===== src/rtl/arps_axil_ctrl.sv =====
// AXI4-Lite control/status slave for the ARPS motion-estimation core.
// Provides CTRL (start, irq enable), STATUS (busy, sticky done) and a bank
// of RW user registers, plus a registered, maskable done interrupt.
module arps_axil_ctrl #(
    parameter int C_S_AXI_DATA_WIDTH = 32,
    parameter int C_S_AXI_ADDR_WIDTH = 6,
    parameter int NUM_USER_REGS      = 4
) (
    input  logic                                      clk,
    input  logic                                      rst,
    input  logic [C_S_AXI_ADDR_WIDTH-1:0]             s_axi_awaddr,
    input  logic [2:0]                                s_axi_awprot,
    input  logic                                      s_axi_awvalid,
    output logic                                      s_axi_awready,
    input  logic [C_S_AXI_DATA_WIDTH-1:0]             s_axi_wdata,
    input  logic [C_S_AXI_DATA_WIDTH/8-1:0]           s_axi_wstrb,
    input  logic                                      s_axi_wvalid,
    output logic                                      s_axi_wready,
    output logic [1:0]                                s_axi_bresp,
    output logic                                      s_axi_bvalid,
    input  logic                                      s_axi_bready,
    input  logic [C_S_AXI_ADDR_WIDTH-1:0]             s_axi_araddr,
    input  logic [2:0]                                s_axi_arprot,
    input  logic                                      s_axi_arvalid,
    output logic                                      s_axi_arready,
    output logic [C_S_AXI_DATA_WIDTH-1:0]             s_axi_rdata,
    output logic [1:0]                                s_axi_rresp,
    output logic                                      s_axi_rvalid,
    input  logic                                      s_axi_rready,
    output logic                                      start_o,
    input  logic                                      done_i,
    output logic [NUM_USER_REGS*C_S_AXI_DATA_WIDTH-1:0] user_regs_o,
    output logic                                      interrupt_o
);
    localparam int DW       = C_S_AXI_DATA_WIDTH;
    localparam int NB       = DW / 8;
    localparam int ADDR_LSB = $clog2(NB);
    localparam int IDX_W    = C_S_AXI_ADDR_WIDTH - ADDR_LSB;
    localparam int LAST_IDX = NUM_USER_REGS + 1;

    logic                  aw_held, w_held;
    logic [IDX_W-1:0]      wr_idx;
    logic [DW-1:0]         w_data_q;
    logic [NB-1:0]         w_strb_q;
    logic                  ar_pend;
    logic [IDX_W-1:0]      rd_idx;
    logic [DW-1:0]         rd_val;
    logic                  rd_oor;
    logic [DW-1:0]         user_q [NUM_USER_REGS];
    logic                  irq_en, busy, done;

    logic wr_commit, wr_oor, wr_ctrl, wr_stat, start_go, w1c, done_hit;

    // Sideband and sub-word address bits carry no information for this block
    logic unused_inputs;
    assign unused_inputs = &{1'b0, s_axi_awprot, s_axi_arprot,
                             s_axi_awaddr[ADDR_LSB-1:0], s_axi_araddr[ADDR_LSB-1:0]};

    // Ready flags are held low in reset so nothing is accepted then
    assign s_axi_awready = ~rst & ~aw_held & ~s_axi_bvalid;
    assign s_axi_wready  = ~rst & ~w_held  & ~s_axi_bvalid;
    assign s_axi_arready = ~rst & ~ar_pend & ~s_axi_rvalid;

    assign wr_commit = aw_held & w_held;
    assign wr_oor    = 32'(wr_idx) > 32'(LAST_IDX);
    assign wr_ctrl   = wr_commit && (32'(wr_idx) == 32'd0);
    assign wr_stat   = wr_commit && (32'(wr_idx) == 32'd1);
    assign start_go  = wr_ctrl & w_strb_q[0] & w_data_q[0] & ~busy;
    assign w1c       = wr_stat & w_strb_q[0] & w_data_q[1];
    assign done_hit  = done_i & busy;

    // Write channel: latch AW and W independently, commit once both are held
    always_ff @(posedge clk or posedge rst) begin
        if (rst) begin
            aw_held      <= 1'b0;
            w_held       <= 1'b0;
            wr_idx       <= '0;
            w_data_q     <= '0;
            w_strb_q     <= '0;
            s_axi_bvalid <= 1'b0;
            s_axi_bresp  <= 2'b00;
        end else begin
            if (s_axi_awvalid && s_axi_awready) begin
                aw_held <= 1'b1;
                wr_idx  <= s_axi_awaddr[C_S_AXI_ADDR_WIDTH-1:ADDR_LSB];
            end
            if (s_axi_wvalid && s_axi_wready) begin
                w_held   <= 1'b1;
                w_data_q <= s_axi_wdata;
                w_strb_q <= s_axi_wstrb;
            end
            if (wr_commit) begin
                aw_held      <= 1'b0;
                w_held       <= 1'b0;
                s_axi_bvalid <= 1'b1;
                s_axi_bresp  <= wr_oor ? 2'b10 : 2'b00;
            end else if (s_axi_bvalid && s_axi_bready) begin
                s_axi_bvalid <= 1'b0;
            end
        end
    end

    // Control/status state; a done pulse and a W1C in the same cycle keep DONE set
    always_ff @(posedge clk or posedge rst) begin
        if (rst) begin
            irq_en      <= 1'b0;
            busy        <= 1'b0;
            done        <= 1'b0;
            start_o     <= 1'b0;
            interrupt_o <= 1'b0;
        end else begin
            if (wr_ctrl && w_strb_q[0])
                irq_en <= w_data_q[1];
            if (done_hit)
                busy <= 1'b0;
            else if (start_go)
                busy <= 1'b1;
            done        <= done_hit | (done & ~w1c);
            start_o     <= start_go;
            interrupt_o <= done & irq_en;
        end
    end

    // User registers with per-byte strobes
    always_ff @(posedge clk or posedge rst) begin
        if (rst) begin
            for (int i = 0; i < NUM_USER_REGS; i++)
                user_q[i] <= '0;
        end else if (wr_commit) begin
            for (int i = 0; i < NUM_USER_REGS; i++)
                for (int b = 0; b < NB; b++)
                    if ((32'(wr_idx) == 32'(i + 2)) && w_strb_q[b])
                        user_q[i][b*8 +: 8] <= w_data_q[b*8 +: 8];
        end
    end

    // Read mux; out-of-range indices fall through to zero
    always_comb begin
        rd_val = '0;
        rd_oor = 32'(rd_idx) > 32'(LAST_IDX);
        if (32'(rd_idx) == 32'd0)
            rd_val[1] = irq_en;
        if (32'(rd_idx) == 32'd1)
            rd_val[1:0] = {done, busy};
        for (int i = 0; i < NUM_USER_REGS; i++)
            if (32'(rd_idx) == 32'(i + 2))
                rd_val = user_q[i];
    end

    // Read channel: one pending cycle between AR handshake and rvalid
    always_ff @(posedge clk or posedge rst) begin
        if (rst) begin
            ar_pend      <= 1'b0;
            rd_idx       <= '0;
            s_axi_rvalid <= 1'b0;
            s_axi_rdata  <= '0;
            s_axi_rresp  <= 2'b00;
        end else begin
            if (s_axi_arvalid && s_axi_arready) begin
                ar_pend <= 1'b1;
                rd_idx  <= s_axi_araddr[C_S_AXI_ADDR_WIDTH-1:ADDR_LSB];
            end
            if (ar_pend) begin
                ar_pend      <= 1'b0;
                s_axi_rvalid <= 1'b1;
                s_axi_rdata  <= rd_val;
                s_axi_rresp  <= rd_oor ? 2'b10 : 2'b00;
            end else if (s_axi_rvalid && s_axi_rready) begin
                s_axi_rvalid <= 1'b0;
            end
        end
    end

    for (genvar g = 0; g < NUM_USER_REGS; g++) begin : g_user_out
        assign user_regs_o[g*DW +: DW] = user_q[g];
    end
endmodule


===== config.mk =====
export PLATFORM = sky130hd
export DESIGN_NAME = arps_axil_ctrl
export DESIGN_NICKNAME = d
export VERILOG_FILES = /design/src/rtl/arps_axil_ctrl.sv
export SDC_FILE = /design/constraint.sdc
export NUM_CORES = 1
export LEC_CHECK = 0
export ABC_AREA = 0
export ABC_CLOCK_PERIOD_IN_PS = 9000
export BUFFER_PORTS_ARGS = -buffer_cell sky130_fd_sc_hd__clkbuf_2
export CORE_MARGIN = 1
export CORE_UTILIZATION = 54
export DETAILED_ROUTE_END_ITERATION = 8
export PLACE_DENSITY = 0.81
export SLEW_MARGIN = 10
export SYNTH_ARGS = -nofsm -noshare
export SYNTH_HDL_FRONTEND = slang
export SYNTH_SLANG_ARGS = --single-unit

===== constraint.sdc =====
create_clock -name clk -period 9 [get_ports clk]
set_input_delay 0.9 -clock clk [delete_from_list [all_inputs] [get_ports clk]]
set_output_delay 0.9 -clock clk [all_outputs]
set_load 0.02 [all_outputs]

# Word-level counts from Yosys, hierarchy flattened
# Cells that the tools add are included.
dict set report word_totals {
  register_bits 218
  inputBits 62
  word_cells 136
}
dict set report classes {
  n_lt_le_gt_ge 2
  n_eq_ne 10
  mux 20
  bitwise 24
  reduce_logical 47
}
# cell n
set op_table {}
lappend op_table {{two-way mux 32 bit} 4}
lappend op_table {{AND reduction 2 bit} 16}
lappend op_table {{logical AND 1 bit} 24}
lappend op_table {{== test 4 x 2 -> 1 bit, second input constant} 4}
lappend op_table {{== test 4 x 3 -> 1 bit, second input constant} 4}
lappend op_table {{AND 1 bit} 15}
lappend op_table {{two-way mux 1 bit} 13}
lappend op_table {{nonzero test 2 bit} 5}
lappend op_table {{== test 4 x 1 -> 1 bit, second input constant} 2}
lappend op_table {{> comparator 4 x 3 -> 1 bit, second input constant} 2}
lappend op_table {{zero test 4 bit} 2}
lappend op_table {{inverter 1 bit} 8}
lappend op_table {{two-way mux 2 bit} 3}
lappend op_table {{OR 1 bit} 1}

# Longest topological paths before layout
dict set report depth {
  word_depth 7
  mapped_depth 7
  mapped_depth_nobuf 4
}

# Worst setup path before layout
# No wires, ideal clock.
dict set report synth_timing {
  kind {input -> register}
  start {input rst}
  end {register w_data_q[10]}
  arrival_ns 2.298
  slack_ns 6.578
  cell_stages 5
  path_buffers 2
  cell_sequence {nor3_1 > and2_1 > buf_4 > buf_4 > mux2_2}
}
dict set report synth_between {
  elab_chain_cells 4
}
# element line_no
set synth_rtl {}
lappend synth_rtl {{start, declared} 10} ;# input logic rst,
lappend synth_rtl {{inverter 1 bit} 61} ;# assign s_axi_wready = ~rst & ~w_held & ~s_axi_bvalid;
lappend synth_rtl {{AND 1 bit (2 in series)} 61}
lappend synth_rtl {{logical AND 1 bit} 87} ;# if (s_axi_wvalid && s_axi_wready) begin
lappend synth_rtl {{end signal, assigned} 89} ;# w_data_q <= s_axi_wdata;
lappend synth_rtl {{end, declared} 43} ;# logic [DW-1:0] w_data_q;
# Every way passes these cells.
# A chain may end at the register's enable or synchronous reset.

# Worst setup path in the final report
dict set report layout_timing {
  start {register ar_pend}
  end {output s_axi_arready}
}
dict set report layout_between {
  elab_chain_cells 3
}
# element line_no
set layout_rtl {}
lappend layout_rtl {{start, declared} 45} ;# logic ar_pend;
lappend layout_rtl {{start signal, assigned} 153} ;# ar_pend <= 1'b0;
lappend layout_rtl {{start signal, assigned} 160} ;# ar_pend <= 1'b1;
lappend layout_rtl {{start signal, assigned} 164} ;# ar_pend <= 1'b0;
lappend layout_rtl {{inverter 1 bit} 62} ;# assign s_axi_arready = ~rst & ~ar_pend & ~s_axi_rvalid;
lappend layout_rtl {{AND 1 bit (2 in series)} 62}
lappend layout_rtl {{end, declared} 25} ;# output logic s_axi_arready,
# Every way passes these cells.

==> results.json <==
{
  "status": "completed",
  "antenna_found_initial": 1,
  "syn_area_um2": 9560,
  "post-route-period-util": 0.298,
  "ir_drop_mv": 0.204,
  "die_x_um": 135,
  "layout-drive-gt1-share": 0.486,
  "die_h_um": 135,
  "maxSlewViolCount": 0,
  "worst_slack_ps": 6320,
  "drc": 0,
  "period_needed_ps": 2680,
  "dp_hpwl_mm": 15.5,
  "final_common_cell": "clkbuf_2",
  "setup-violations-final": 0,
  "gr-usage-all-layers": 0.274,
  "combinationalPowerShare": 0.324,
  "register_area_um2": 5410,
  "ios": 233,
  "numCtsBuffers": 23,
  "cp_max_fo": 69,
  "min_from": "s_axi_rvalid",
  "clkPwrFrac": 0.240,
  "grt-ovfl-total": 0,
  "fin_tns_setup_ps": 0,
  "synthFlopType": "dfrtp_1",
  "post_dp_cell_area_um2": 10800,
  "synth_seq_cells": 216,
  "yosysSeqAreaShare": 0.565,
  "tritoncts": "done",
  "p_seq_frac": 0.435,
  "multi_input_area_um2": 3810,
  "area.growth.synth_to_final_pct": 20.2,
  "end_kind": "primary output",
  "p_per_area_nw_per_um2": 325,
  "crit_arrival_ps": 1780,
  "critical_path.startpoint_type": "register",
  "yosysTopAreaCell": "dfrtp_1",
  "place_inst": 1129,
  "clk_pin_slew_worst_paths_ps": 60,
  "maxCapViolations": 0,
  "drt_iter0_markers": 390,
  "timing.final.hold_violations": 0,
  "cp_slowest_cell": "dfrtp_2",
  "slowest_delay_ps": 380,
  "drt-total-wl_mm": 24.4,
  "clock-root-buffer": "clkbuf_16",
  "r2r_start": "ar_pend",
  "grt_max_degree": 152,
  "vias": 6809,
  "p_leak_nw": 5.80,
  "wl_met1_mm": 9.81,
  "diodes": 0,
  "synth.top_cell.area_share": 0.565,
  "worstSetupPathType": "register to primary output",
  "p_total_w": 0.00373,
  "first_global_vias": 6897,
  "swShare": 0.368,
  "max_slew_margin": 0.283,
  "fillers": 1285,
  "rows": 48,
  "coreArea_um2": 17300,
  "p_int_w": 0.00236,
  "gp_congestion": 0.793,
  "numPortBuffers": 220,
  "clock-sinks": 216,
  "wl_met3_mm": 2.08,
  "cts_setup_buffers": 0,
  "critical_path.startpoint": "ar_pend",
  "dr_wl_met2_mm": 11.8,
  "tightest_slew_ps": 1080,
  "wl_per_cell_um": 21.0,
  "fmaxAchievable_mhz": 373,
  "yosys_warnings": 0,
  "pre_cts_slack_ps": 6170,
  "synthArstFlopShare": 1.00,
  "netlist_top_cells_area": "dfrtp_1 57%, mux2_2 16%, mux2_4 5.0%",
  "synthCells": 725,
  "clk_latency_ps": 500,
  "rsz0062_at_grt": "false",
  "clk_path_buf_depth": 3,
  "fin_cells": 1166,
  "start_util": 0.553,
  "final_cell_mix": "220 x clkbuf_2, 214 x dfrtp_1, 140 x mux2_2",
  "synth_edf_count": 0,
  "hp-class": "register to register",
  "nNetsFinal": 991,
  "grt_pass1_wl_mm": 38.1,
  "crit_path_cell_trace": "buf_4 -> nor3_1 -> clkbuf_2",
  "drt_pre_antenna_iters": 5,
  "dieArea_um2": 18200,
  "worstPathRequired_ps": 8100,
  "design_area_um2": 11500,
  "cts_resized": 0,
  "cts_hold_buffers": 0,
  "vias_per_cell": 5.84,
  "yosysUniqueCellTypes": 43,
  "switchingPower_w": 0.00137,
  "avgSynthCellArea_um2": 13.2,
  "drtAntennaViolNets": 0,
  "top_layer": "met5",
  "finClkSkew_ps": 19.1,
  "htree_levels": 1
}
## cell usage after synthesis (2+ instances only)
cell type    n
and2_1       4
nor4b_4      2
inv_1       35
nor2_1       8
clkbuf_1    27
a21oi_1     34
buf_2        8
nor3b_1      4
mux2_4      32
o21ai_0     30
nor3_1       5
nand2_8      4
o221ai_1    31
and3_1       4
nand2_2     12
a21o_1       3
dfrtp_1    216
nand3_1     29
o21ai_1      3
buf_6        2
nand2_1      4
mux2i_1      2
mux2_2     140
nor2b_1     32
a2bb2oi_1   28
clkbuf_4     3
buf_4        7
## cell type report
| type | instances | share of cell area |
|---|---|---|
| Clock buffer | 35 | 0.0584 |
| Clock inverter | 2 | 0.00305 |
| Inverter | 35 | 0.0121 |
| Multi-Input combinational cell | 427 | 0.332 |
| Sequential cell | 216 | 0.471 |
| Tap cell | 225 | 0.0245 |
| Timing Repair Buffer | 226 | 0.0997 |
## power groups by stage
stage / Combinational [W] / Clock, W / Sequential [W]
2_1_floorplan: 0.000598 / 0 / 0.00180
3_3_place_gp: 0.00118 / 0 / 0.00162
3_5_place_dp: 0.00121 / 0 / 0.00163
4_1_cts: 0.00122 / 0.000913 / 0.00162
5_1_grt: 0.00129 / 0.000955 / 0.00167
6_report: 0.00121 / 0.000896 / 0.00162
## cells by family after synthesis
logic type | after synthesis | synth area share
flops | 216 | 0.565
compound gates | 133 | 0.0949
buf+inv | 83 | 0.0393
mux | 176 | 0.221
simple gates | 116 | 0.0793
other cells | 1 | 0.000392
## state kept, by name, summed over array words and instances, names as in the netlist, 4 cells and up
| signal | count |
|---|---|
| wr_idx | 4 |
| w_strb_q | 4 |
| user_regs_o | 128 |
| s_axi_rdata | 32 |
| rd_idx | 4 |
| w_data_q | 32 |
## per-layer routing
layer | up-vias | track usage
met4 | 2 | 0.119
met2 | 305 | 0.440
met3 | 58 | 0.0672
li1 | 3017 | -
met1 | 3427 | 0.353
met5 | - | 0
## critical path, delay by kind of cell (launching register included)
kind	cells	cell delay (ps)
buf+inv	2	570
simple gates	1	330
flops	1	380
## final timing paths
path	endpoint	slack [ps]	cells after the start
worst max-delay path	s_axi_arready	6320	3
worst min-delay path	s_axi_rvalid	510	1
worst max register to register	s_axi_rdata[26]	6720	5
worst min register to register	s_axi_rvalid	510	1
max in group asynchronous	rd_idx[0]	6740	3
min in group asynchronous	user_regs_o[94]	720	2
## through the flow
stage	hold slack, ps	util
final	506	0.664
after global routing	517	0.664
after CTS	507	0.664
after detailed placement	494	0.624
after global placement	469	0.624
after floorplan	466	-
Power figures use the tool's default switching activity.
